## config.mk

```make
export PLATFORM = sky130hd
export DESIGN_NAME = id_ex_stage
export DESIGN_NICKNAME = d
export VERILOG_FILES = /design/src/rtl/id_ex_stage_pkg.sv /design/src/rtl/id_ex_stage_load_use_detect.sv /design/src/rtl/id_ex_stage.sv
export SDC_FILE = /design/constraint.sdc
export NUM_CORES = 1
export LEC_CHECK = 0
export ABC_AREA = 1
export CAP_MARGIN = 20
export CORE_MARGIN = 2
export CORE_UTILIZATION = 39
export DETAILED_ROUTE_END_ITERATION = 8
export PLACE_DENSITY = 0.86
export SYNTH_ARGS = -nofsm -noshare
export SYNTH_HDL_FRONTEND = slang
export SYNTH_SLANG_ARGS = --single-unit
```

## constraint.sdc

```tcl
create_clock -name clk -period 5.65 [get_ports clk]
set_input_delay 0.8475 -clock clk [delete_from_list [all_inputs] [get_ports clk]]
set_output_delay 0.8475 -clock clk [all_outputs]
set_load 0.01 [all_outputs]
```

## src/rtl/id_ex_stage_pkg.sv

```systemverilog
// Shared definitions for the ID/EX stage: opcodes, ALU-op classes and the
// bundled control word carried from decode into execute.
package id_ex_stage_pkg;

    localparam logic [5:0] OP_RTYPE = 6'd0;
    localparam logic [5:0] OP_LW    = 6'd1;
    localparam logic [5:0] OP_SW    = 6'd2;
    localparam logic [5:0] OP_BEQ   = 6'd3;
    localparam logic [5:0] OP_ADDI  = 6'd4;

    localparam logic [1:0] ALUOP_MEM = 2'b00;
    localparam logic [1:0] ALUOP_BEQ = 2'b01;
    localparam logic [1:0] ALUOP_R   = 2'b10;

    typedef struct packed {
        logic       reg_dst;
        logic       branch;
        logic       mem_read;
        logic       mem_to_reg;
        logic       mem_write;
        logic       alu_src;
        logic       reg_write;
        logic [1:0] alu_op;
    } ctrl_t;

endpackage

```

## src/rtl/id_ex_stage_load_use_detect.sv

```systemverilog
// Load-use hazard detection: decides which decode specifiers are real sources
// and flags a match against a load currently occupying EX.
module load_use_detect
    import id_ex_stage_pkg::*;
#(
    parameter int REG_ADDR_W = 5,
    parameter int OPCODE_W   = 6
) (
    input  logic [OPCODE_W-1:0]   id_opcode,
    input  logic [REG_ADDR_W-1:0] id_rs,
    input  logic [REG_ADDR_W-1:0] id_rt,
    input  logic                  ex_valid,
    input  logic                  ex_mem_read,
    input  logic [REG_ADDR_W-1:0] ex_rt,
    output logic                  stall_o
);

    logic rs_used;
    logic rt_used;

    // Unknown opcodes are treated as rs-only so they can never stall on rt.
    always_comb begin
        rs_used = 1'b1;
        rt_used = 1'b0;
        case (id_opcode)
            OPCODE_W'(OP_RTYPE),
            OPCODE_W'(OP_SW),
            OPCODE_W'(OP_BEQ): rt_used = 1'b1;
            default:           rt_used = 1'b0;
        endcase
    end

    assign stall_o = ex_valid & ex_mem_read & (ex_rt != '0) &
                     ((rs_used & (id_rs == ex_rt)) | (rt_used & (id_rt == ex_rt)));

endmodule

```

## src/rtl/id_ex_stage.sv

```systemverilog
// ID/EX pipeline register with load-use bubble insertion, flush and hold.
// Optional performance counters are built when ID_EX_PERF_EN is defined.
module id_ex_stage
    import id_ex_stage_pkg::*;
#(
    parameter int DATA_W     = 32,
    parameter int REG_ADDR_W = 5,
    parameter int OPCODE_W   = 6
) (
    input  logic                  clk,
    input  logic                  reset,
    input  logic [OPCODE_W-1:0]   id_opcode,
    input  logic                  id_reg_dst,
    input  logic                  id_branch,
    input  logic                  id_mem_read,
    input  logic                  id_mem_to_reg,
    input  logic                  id_mem_write,
    input  logic                  id_alu_src,
    input  logic                  id_reg_write,
    input  logic [1:0]            id_alu_op,
    input  logic [REG_ADDR_W-1:0] id_rs,
    input  logic [REG_ADDR_W-1:0] id_rt,
    input  logic [REG_ADDR_W-1:0] id_rd,
    input  logic [DATA_W-1:0]     id_rdata1,
    input  logic [DATA_W-1:0]     id_rdata2,
    input  logic [DATA_W-1:0]     id_imm,
    input  logic [DATA_W-1:0]     id_pc4,
    input  logic                  flush_i,
    input  logic                  ex_hold_i,
    output logic                  ex_valid,
    output logic                  ex_reg_dst,
    output logic                  ex_branch,
    output logic                  ex_mem_read,
    output logic                  ex_mem_to_reg,
    output logic                  ex_mem_write,
    output logic                  ex_alu_src,
    output logic                  ex_reg_write,
    output logic [1:0]            ex_alu_op,
    output logic [REG_ADDR_W-1:0] ex_rs,
    output logic [REG_ADDR_W-1:0] ex_rt,
    output logic [REG_ADDR_W-1:0] ex_rd,
    output logic [DATA_W-1:0]     ex_rdata1,
    output logic [DATA_W-1:0]     ex_rdata2,
    output logic [DATA_W-1:0]     ex_imm,
    output logic [DATA_W-1:0]     ex_pc4,
    output logic                  stall_o,
    output logic                  pc_write_o,
    output logic                  if_id_write_o
`ifdef ID_EX_PERF_EN
    ,
    output logic [31:0]           perf_stall_cnt,
    output logic [31:0]           perf_flush_cnt
`endif
);

    ctrl_t id_ctrl;
    ctrl_t ex_ctrl;
    logic  bubble;

    assign id_ctrl = '{reg_dst:    id_reg_dst,
                       branch:     id_branch,
                       mem_read:   id_mem_read,
                       mem_to_reg: id_mem_to_reg,
                       mem_write:  id_mem_write,
                       alu_src:    id_alu_src,
                       reg_write:  id_reg_write,
                       alu_op:     id_alu_op};

    load_use_detect #(
        .REG_ADDR_W (REG_ADDR_W),
        .OPCODE_W   (OPCODE_W)
    ) u_load_use_detect (
        .id_opcode   (id_opcode),
        .id_rs       (id_rs),
        .id_rt       (id_rt),
        .ex_valid    (ex_valid),
        .ex_mem_read (ex_ctrl.mem_read),
        .ex_rt       (ex_rt),
        .stall_o     (stall_o)
    );

    assign pc_write_o    = ~stall_o & ~ex_hold_i;
    assign if_id_write_o = ~stall_o & ~ex_hold_i;
    assign bubble        = flush_i | stall_o;

    // Bubbles clear only valid and control; specifiers and data still load.
    always_ff @(posedge clk or posedge reset) begin
        if (reset) begin
            ex_valid  <= 1'b0;
            ex_ctrl   <= '0;
            ex_rs     <= '0;
            ex_rt     <= '0;
            ex_rd     <= '0;
            ex_rdata1 <= '0;
            ex_rdata2 <= '0;
            ex_imm    <= '0;
            ex_pc4    <= '0;
        end else if (!ex_hold_i) begin
            ex_valid  <= ~bubble;
            ex_ctrl   <= bubble ? ctrl_t'('0) : id_ctrl;
            ex_rs     <= id_rs;
            ex_rt     <= id_rt;
            ex_rd     <= id_rd;
            ex_rdata1 <= id_rdata1;
            ex_rdata2 <= id_rdata2;
            ex_imm    <= id_imm;
            ex_pc4    <= id_pc4;
        end
    end

    assign ex_reg_dst    = ex_ctrl.reg_dst;
    assign ex_branch     = ex_ctrl.branch;
    assign ex_mem_read   = ex_ctrl.mem_read;
    assign ex_mem_to_reg = ex_ctrl.mem_to_reg;
    assign ex_mem_write  = ex_ctrl.mem_write;
    assign ex_alu_src    = ex_ctrl.alu_src;
    assign ex_reg_write  = ex_ctrl.reg_write;
    assign ex_alu_op     = ex_ctrl.alu_op;

`ifdef ID_EX_PERF_EN
    always_ff @(posedge clk or posedge reset) begin
        if (reset) begin
            perf_stall_cnt <= '0;
            perf_flush_cnt <= '0;
        end else if (!ex_hold_i) begin
            if (stall_o) perf_stall_cnt <= perf_stall_cnt + 32'd1;
            if (flush_i) perf_flush_cnt <= perf_flush_cnt + 32'd1;
        end
    end
`endif

endmodule

```

==> flow_metrics.py <==
metrics = {
    "run_status": {
        "status": "completed",
    },
    "worst_setup_path": {
        "critPathLaunch": "id_rt[0]",
        "path_common_cell": "nand2_1",
        "rrSetupSlack_ps": 3950,
        "endpoint_kind": "primary output",
        "slowest_stage": "clkdlybuf4s50_1",
        "max_stage_delay_ps": 580,
        "crit_cells": 10,
        "reg2reg_depth": 9,
        "path_cells": "clkdlybuf4s50_1 -> inv_1 -> nand2_1 -> nand3_1 -> nor2_1 -> nand3_1 -> nand2_1 -> nand2_1 -> inv_1 -> clkdlybuf4s50_1",
        "reg2reg_from": "ex_rt[0]",
        "cp.arrival_ps": 2830,
        "crit_fanout": 11,
        "worstPathRequired_ps": 4800,
        "crit_type": "input pin to primary output",
        "critPathTopFamily": "buffers and inverters",
        "startpoint_type": "input pin",
        "critPathCapture": "stall_o",
        "regToRegEndpoint": "ex_alu_op[0]",
        "crit_buf_inv": 4,
    },
    "sta": {
        "slew_viol_final": 0,
        "setup_viol": 0,
        "period_minus_slack_ps": 3680,
        "worstMarginPinSlew_ps": 986,
        "fmax_ghz": 0.272,
        "setup_slack_ps": 1970,
        "rsz0062_at_grt": "no",
        "hold_violations": 0,
        "skew_ps": 3.13,
        "final.setup.tns_ps": 0,
        "worst_slew_margin_rel": 0.342,
        "period_share": 0.651,
    },
    "global_route": {
        "grt_pass1_wl_mm": 28.1,
        "grt_max_degree": 109,
        "grt_overflow": 0,
        "antenna_found_initial": 0,
        "grt_pass1_vias": 5621,
        "grt_util_all_layers": 0.220,
    },
    "clock_tree": {
        "cts_sinks": 153,
        "cts_made_buffers": 17,
        "cts_max_level": 4,
        "post_cts_resized": 0,
        "cts_setup_buffers": 0,
        "root_buffer": "clkbuf_16",
        "path_clk_slew_ps": 60,
        "ctsHoldBuffers": 0,
        "cts_buffer_depth": 2,
        "clock_latency_ps": 410,
        "tritoncts": "yes",
    },
    "final_layout": {
        "diodes": 0,
        "final_layout_size_suffix_gt1_frac": 0.0403,
        "fillers": 1235,
        "area_growth_pct": 64.2,
        "nNetsFinal": 1167,
    },
    "power_and_ir_drop": {
        "p_comb_frac": 0.190,
        "p_int_mw": 2.13,
        "p_sw_frac": 0.256,
        "p_clk_frac": 0.373,
        "vdd_drop_max_mv": 0.200,
        "switching_power_uw": 732,
        "leakage_nw": 4.86,
        "p_seq_frac": 0.437,
        "p_per_area_nw_per_um2": 292,
    },
    "die": {
        "rows": 45,
        "die-area_um2": 16300,
        "die_x_um": 128,
        "start_util": 0.395,
        "die_h_um": 128,
        "core_um2": 15100,
        "io_pins": 318,
    },
    "logic_synthesis": {
        "synth_top_area_cell": "dfrtp_1",
        "ys_ff_latch": 153,
        "synthDistinctLibCells": 16,
        "syn_nets": 862,
        "synth_warnings": 0,
        "ys_seq_area_frac": 0.642,
        "syn_area_um2": 5960,
        "synth_top_cell_area_share": 0.642,
        "syn_avg_cell_area_um2": 8.52,
        "netlist_instances": 700,
        "yosys-top-cells-area": "dfrtp_1, nand2_1, nand3_1",
    },
    "routing": {
        "post_drt_wl_per_cell_um": 14.7,
        "avgViaCountPerCell": 4.60,
        "vias": 5547,
        "ant_nets": 0,
        "wirelength_mm": 17.7,
        "drc": 0,
        "drt_iter0_drc": 320,
        "drt_first_pass_iters": 6,
    },
    "placement": {
        "place_hpwl_mm": 12.6,
        "gp_congestion": 0.793,
        "portBuffers": 317,
        "pre_cts_ws_ps": 1930,
    },
    "worst_hold_path": {
        "holdCritPathClass": "flop to flop",
    },
    "flow_run": {
        "max-cap-violations": 0,
    },
}
[power by group through the flow]
stage	sequential, mW	clock, mW	combinational (mW)
after floorplan	1.31	0	0.142
after global placement	1.26	0	0.537
after detailed placement	1.27	0	0.548
after CTS	1.25	1.09	0.550
after global routing	1.26	1.15	0.592
final	1.25	1.07	0.542
[layout make-up]
cell class,count,area [um^2],share of cell area
clock inverter,12,101,0.0104
multi-input combinational,495,1900,0.194
inverter,18,75.1,0.00767
tap,188,235,0.0240
timing repair buffer,320,3190,0.326
sequential,153,3830,0.391
clock buffer,20,457,0.0467
[synth_stat cells]
| library cell | count |
|---|---|
| dfrtp_1 | 153 |
| buf_6 | 1 |
| nor3_1 | 1 |
| nor2_1 | 8 |
| xnor2_1 | 1 |
| inv_2 | 4 |
| nand3_1 | 14 |
| inv_1 | 14 |
| clkbuf_1 | 11 |
| nor2_2 | 1 |
| buf_4 | 4 |
| xor2_1 | 1 |
| buf_2 | 12 |
| nand2_1 | 461 |
| buf_1 | 6 |
| o21ai_0 | 8 |
[per-stage QoR]
| stage | utilization | hold WS, ps | instances | instance area (um^2) | power, mW |
|---|---|---|---|---|---|
| 3_3_place_gp | 0.612 | 461 | 1174 | 9230 | 1.80 |
| 4_1_cts | 0.649 | 480 | 1206 | 9790 | 2.89 |
| 2_1_floorplan | - | 514 | 700 | 5960 | 1.45 |
| 3_5_place_dp | 0.612 | 464 | 1174 | 9230 | 1.81 |
| 5_1_grt | 0.649 | 490 | 1206 | 9790 | 3.00 |
| 6_report | 0.649 | 471 | 1206 | 9790 | 2.86 |
[cell usage in the layout, fill, tap and decap left out]
cell type        netlist  layout
buf_4                  4       4
bufinv_16              0       1
clkbuf_1              11       1
clkbuf_16              0      17
clkbuf_8               0       2
clkdlybuf4s50_1        0     316
clkinv_2               0       5
clkinv_4               0       1
clkinvlp_4             0       5
dfrtp_1              153     153
inv_1                 14      13
inv_2                  4       3
inv_4                  0       1
inv_6                  0       1
nand2_1              461     461
nand3_1               14      14
nor2_1                 8       8
nor2_2                 1       1
nor3_1                 1       1
o21ai_0                8       8
xnor2_1                1       1
xor2_1                 1       1
[layer usage]
metal / wire length, um / track usage
met1: 7180 / 0.261
met2: 8840 / 0.379
met4: 316 / 0.0763
met3: 1390 / 0.0666
met5: 0 / 0
[worst min path at each step]
| stage | start | endpoint | cells after the start |
|---|---|---|---|
| after CTS | ex_imm[10] | ex_imm[10] | 2 |
| after floorplan | ex_imm[10] | ex_imm[10] | 2 |
| after detailed placement | ex_imm[0] | ex_imm[0] | 2 |
| final | ex_imm[10] | ex_imm[10] | 2 |
| after global routing | ex_rdata2[19] | ex_rdata2[19] | 2 |
| after global placement | ex_imm[27] | ex_imm[27] | 2 |
[worst reg2reg max path: stages, from the launching register on]
cell and delay [ps]:
dfrtp_1 520, inv_2 90, nand2_1 70, nand3_1 120, nor2_1 140, nand3_1 80, nand2_1 90, nand2_1 220
nand3_1 180, nand2_1 80
[cells by family after synthesis]
group | count (synthesis) | share of synthesized area
AOI/OAI and AO/OA | 8 | 0.00672
xor gates and xnor gates | 2 | 0.00294
buffers and inverters | 52 | 0.0390
DFF | 153 | 0.642
and+or+nand+nor | 485 | 0.309
No activity file was read; power rests on OpenSTA's default activity.
